## src/rtl/seq_divu.sv

```systemverilog
// Sequential unsigned restoring divider: one quotient bit per clock, valid/ready on both sides.
// Define DIVU_FAST_PATH_EN to finish divide-by-zero and dividend<divisor in the accept cycle.
module seq_divu #(
  parameter int W = 8
) (
  input  logic         clk,
  input  logic         rst_n,
  input  logic         in_valid,
  output logic         in_ready,
  input  logic [W-1:0] dividend,
  input  logic [W-1:0] divisor,
  output logic         out_valid,
  input  logic         out_ready,
  output logic [W-1:0] quotient,
  output logic [W-1:0] remainder,
  output logic         div_by_zero
);

  localparam int CW = $clog2(W + 1);

  typedef enum logic [1:0] {IDLE, BUSY, DONE} state_t;

  state_t        state;
  logic [W-1:0]  d_reg;
  logic [W-1:0]  q_reg;
  logic [W-1:0]  r_reg;
  logic [CW-1:0] count;
  logic          dbz;

  logic [W:0]    shifted;
  logic [W:0]    trial;
  logic          fast_path;

  // The partial remainder always stays below 2^W (below D, or below 2^W when D=0),
  // so W bits hold it and the top bit of the W+1-bit trial difference is its sign.
  assign shifted = {r_reg, q_reg[W-1]};
  assign trial   = shifted - {1'b0, d_reg};

`ifdef DIVU_FAST_PATH_EN
  assign fast_path = (divisor == '0) || (dividend < divisor);
`else
  assign fast_path = 1'b0;
`endif

  // NOTE: all state uses non-blocking assignments so every register samples pre-edge values.
  always_ff @(posedge clk or negedge rst_n) begin
    if (!rst_n) begin
      state     <= IDLE;
      in_ready  <= 1'b0;
      out_valid <= 1'b0;
      d_reg     <= '0;
      q_reg     <= '0;
      r_reg     <= '0;
      count     <= '0;
      dbz       <= 1'b0;
    end else begin
      case (state)
        IDLE: begin
          if (!in_ready) begin
            in_ready <= 1'b1;
          end else if (in_valid) begin
            in_ready <= 1'b0;
            d_reg    <= divisor;
            dbz      <= (divisor == '0);
            count    <= CW'(W);
            if (fast_path) begin
              q_reg     <= (divisor == '0) ? '1 : '0;
              r_reg     <= dividend;
              out_valid <= 1'b1;
              state     <= DONE;
            end else begin
              q_reg <= dividend;
              r_reg <= '0;
              state <= BUSY;
            end
          end
        end
        BUSY: begin
          if (!trial[W]) begin
            r_reg <= trial[W-1:0];
            q_reg <= {q_reg[W-2:0], 1'b1};
          end else begin
            r_reg <= shifted[W-1:0];
            q_reg <= {q_reg[W-2:0], 1'b0};
          end
          count <= count - 1'b1;
          if (count == CW'(1)) begin
            out_valid <= 1'b1;
            state     <= DONE;
          end
        end
        DONE: begin
          if (out_ready) begin
            out_valid <= 1'b0;
            in_ready  <= 1'b1;
            state     <= IDLE;
          end
        end
        default: state <= IDLE;
      endcase
    end
  end

  assign quotient    = q_reg;
  assign remainder   = r_reg;
  assign div_by_zero = dbz;

endmodule
```

## config.mk

```make
export PLATFORM = sky130hd
export DESIGN_NAME = seq_divu
export DESIGN_NICKNAME = d
export VERILOG_FILES = /design/src/rtl/seq_divu.sv
export SDC_FILE = /design/constraint.sdc
export NUM_CORES = 1
export LEC_CHECK = 0
export CAP_MARGIN = 20
export CORE_MARGIN = 5
export CORE_UTILIZATION = 45
export DETAILED_ROUTE_END_ITERATION = 8
export PLACE_DENSITY = 0.71
export SYNTH_ARGS = -nofsm -noshare
export SYNTH_HDL_FRONTEND = slang
export SYNTH_SLANG_ARGS = --single-unit
export TNS_END_PERCENT = 20
```

## constraint.sdc

```tcl
create_clock -name clk -period 4.03 [get_ports clk]
set_input_delay 0.6045 -clock clk [delete_from_list [all_inputs] [get_ports clk]]
set_output_delay 0.6045 -clock clk [all_outputs]
set_load 0.01 [all_outputs]
```

==> results.ini <==
[worst_hold_path]
worst_hold_path_type = reg2reg

[setup_path]
cp.arrival_ns = 2.43
path_max_fanout = 9
worst_setup_path_end_kind = flip-flop
worst_ep_required_time_ns = 4.20
start_kind = flip-flop
setup.worst_path.class = reg2reg

[power_and_ir_drop]
p_leak_nw = 1.099
power_density_nw_per_um2 = 974.3
p_int_mw = 1.356
p_switching_mw = 1.080
p_clk_share_pct = 11.2
seqPwrFrac_pct = 25.8
switching_share_pct = 44.34
ir_worst_vdd_v = 0.0004200
total_power_mw = 2.437
power_frac_comb_pct = 63.0

[final_layout]
multi_input_area_sq_um = 1057
fin_util_pct = 57.84
final_net_count = 290
fillers = 398
syn_to_final_growth_pct = 25.49
seq_area_sq_um = 825.8
drive_gt1_share_pct = 7.308
antenna_cells = 0
final_cells = 312

[clock_tree]
hold_buffers = 0
root_buffer = clkbuf_8
cts_tree = yes
clk_path_buf_depth = 2
clock_sinks = 33
cts_max_level = 2
ctsResizeCount = 0
clkLatencyLatePin_ns = 0.28
path_clk_slew_ns = 0.07
postCtsSetupBuffers = 0
cts_buffers = 5

[floorplan]
rows = 24
io_pins = 39
start_util_pct = 46.09
die_width_microns = 76.55
die_y_microns = 76.55
fp.coreArea_sq_um = 4324
dieArea_sq_um = 5860

[routing]
wl_microns = 4427
first_pass_iters = 4
wire_per_inst_microns = 14.19
drt_iter0_markers = 119
ant_nets = 0
num_vias = 1693
drc = 0
vias_per_cell = 5.426

[sta]
finalSetupTns_ns = 0
slew_headroom_pct = 60.14
drv_slew = 0
hold_viol = 0
max_slew.worst_pin.slew_ns = 0.5979
rsz0062_at_grt = false
period_share_pct = 56.03
fmax_mhz = 442.9
timing.final.ws_setup_ns = 1.772
period_minus_slack_ns = 2.258
setup_viol = 0
skew_ns = 0.007096

[place]
io_buffers = 38
dp_hpwl_microns = 3333
place.gp.congestion = 0.8059
placedCellCount = 304
dp_slack_ns = 1.652

[run]
cap_viol_max_count = 0

[synthesis]
synth_top_area_share_pct = 41.43
synthArstFlopShare_pct = 100.0
synth_most_common_cell = nand2_1
syn_nets = 251
syn_inst = 220
avgSynthCellArea_sq_um = 9.060
synth_cell_types = 44
ys_ff_latch = 33
synth_ff_type = dfrtp_1
synth_area_leaders = dfrtp_1 41%, nand2_1 7.0%, ha_1 6.3%
synth_top_area_cell = dfrtp_1
synth-edff-count = 0
yosys_warnings = 0
ys_seq_area_share_pct = 41.43
netlist_top_cells_count = 37 x nand2_1, 33 x dfrtp_1, 24 x o21ai_0, 15 x inv_1, 12 x a21oi_1
syn-cell-area_sq_um = 1993

[global_routing]
grt_max_degree = 34
grt_pass1_vias = 1674
gr-total-overflow = 0
track_usage_pct = 15.94
grt_first_pass_wirelength_microns = 7755
antenna_found_initial = 0

[status]
status = finished clean

## layout by cell type (no fill, tap or decap), drive strengths merged, types with 7 or more instances in the layout
cell,instances
ha,10
mux2i,7
o21ai,29
dfrtp,33
clkdlybuf4s50,38
inv,15
a21oi,13
nand3,7
nand2,38
nor2,7
clkbuf,7
## cells by family (layout without fill, tap and decap cells)
| kind of cell | after synthesis | in the layout | share of synthesized area (%) |
|---|---|---|---|
| XOR/XNOR | 4 | 4 | 1.758 |
| buffers and inverters | 23 | 63 | 5.524 |
| flip-flops | 33 | 33 | 41.43 |
| AND/OR/NAND/NOR | 76 | 76 | 18.65 |
| multiplexers | 7 | 7 | 3.516 |
| AO/OA/AOI/OAI | 66 | 66 | 21.85 |
| adder cells (fa/ha/maj) | 11 | 11 | 7.282 |
## power by group through the flow
| stage | Sequential, mW | Clock, mW | Combinational (mW) |
|---|---|---|---|
| after floorplan | 0.621 | 0 | 1.14 |
| after global placement | 0.632 | 0 | 1.51 |
| after detailed placement | 0.634 | 0 | 1.53 |
| after CTS | 0.630 | 0.283 | 1.54 |
| after global routing | 0.653 | 0.296 | 1.71 |
| final | 0.630 | 0.273 | 1.53 |
## metrics by stage
stage / cell area [sq um] / hold slack [ns]
floorplan: 1993 / 0.3089
global placement: 2400 / 0.4722
detailed placement: 2400 / 0.4732
CTS: 2501 / 0.4955
global route: 2501 / 0.5234
finish: 2501 / 0.4960
## worst max-delay path, stage by stage (launching register included)
cell	delay [ns]
dfrtp_1	0.39
inv_1	0.08
ha_1	0.18
inv_1	0.07
fa_1	0.45
a21oi_2	0.23
o211a_4	0.20
o211ai_4	0.17
mux2i_1	0.17
a22o_1	0.21
## final cells by class
class | instances | area share [%]
clock inverter | 1 | 0.2001
clock buffer | 7 | 3.852
timing repair buffer | 40 | 15.81
sequential | 33 | 33.02
tap | 52 | 2.601
multi-input combinational | 164 | 42.27
inverter | 15 | 2.251
## path summary, 6_finish.rpt
check	start	endpoint	slack, ns	cells after the start
max in group asynchronous	rst_n	quotient[7]	3.01	2
worst max register to register	quotient[7]	remainder[0]	1.77	9
worst min register to register	div_by_zero	div_by_zero	0.50	2
worst min-delay path	div_by_zero	div_by_zero	0.50	2
min in group asynchronous	rst_n	count[2]	0.72	2
worst max-delay path	quotient[7]	remainder[0]	1.77	9
## metal layers
metal	up-vias	global-route usage, %	part of all wire (%)	wire length (microns)
met5	-	0	0	0
li1	862	-	-	-
met2	43	25.09	47	2081
met3	7	4.255	4.9	217
met1	781	21.50	46	2047
met4	0	4.545	1.8	81
Power figures use the tool's default switching activity.
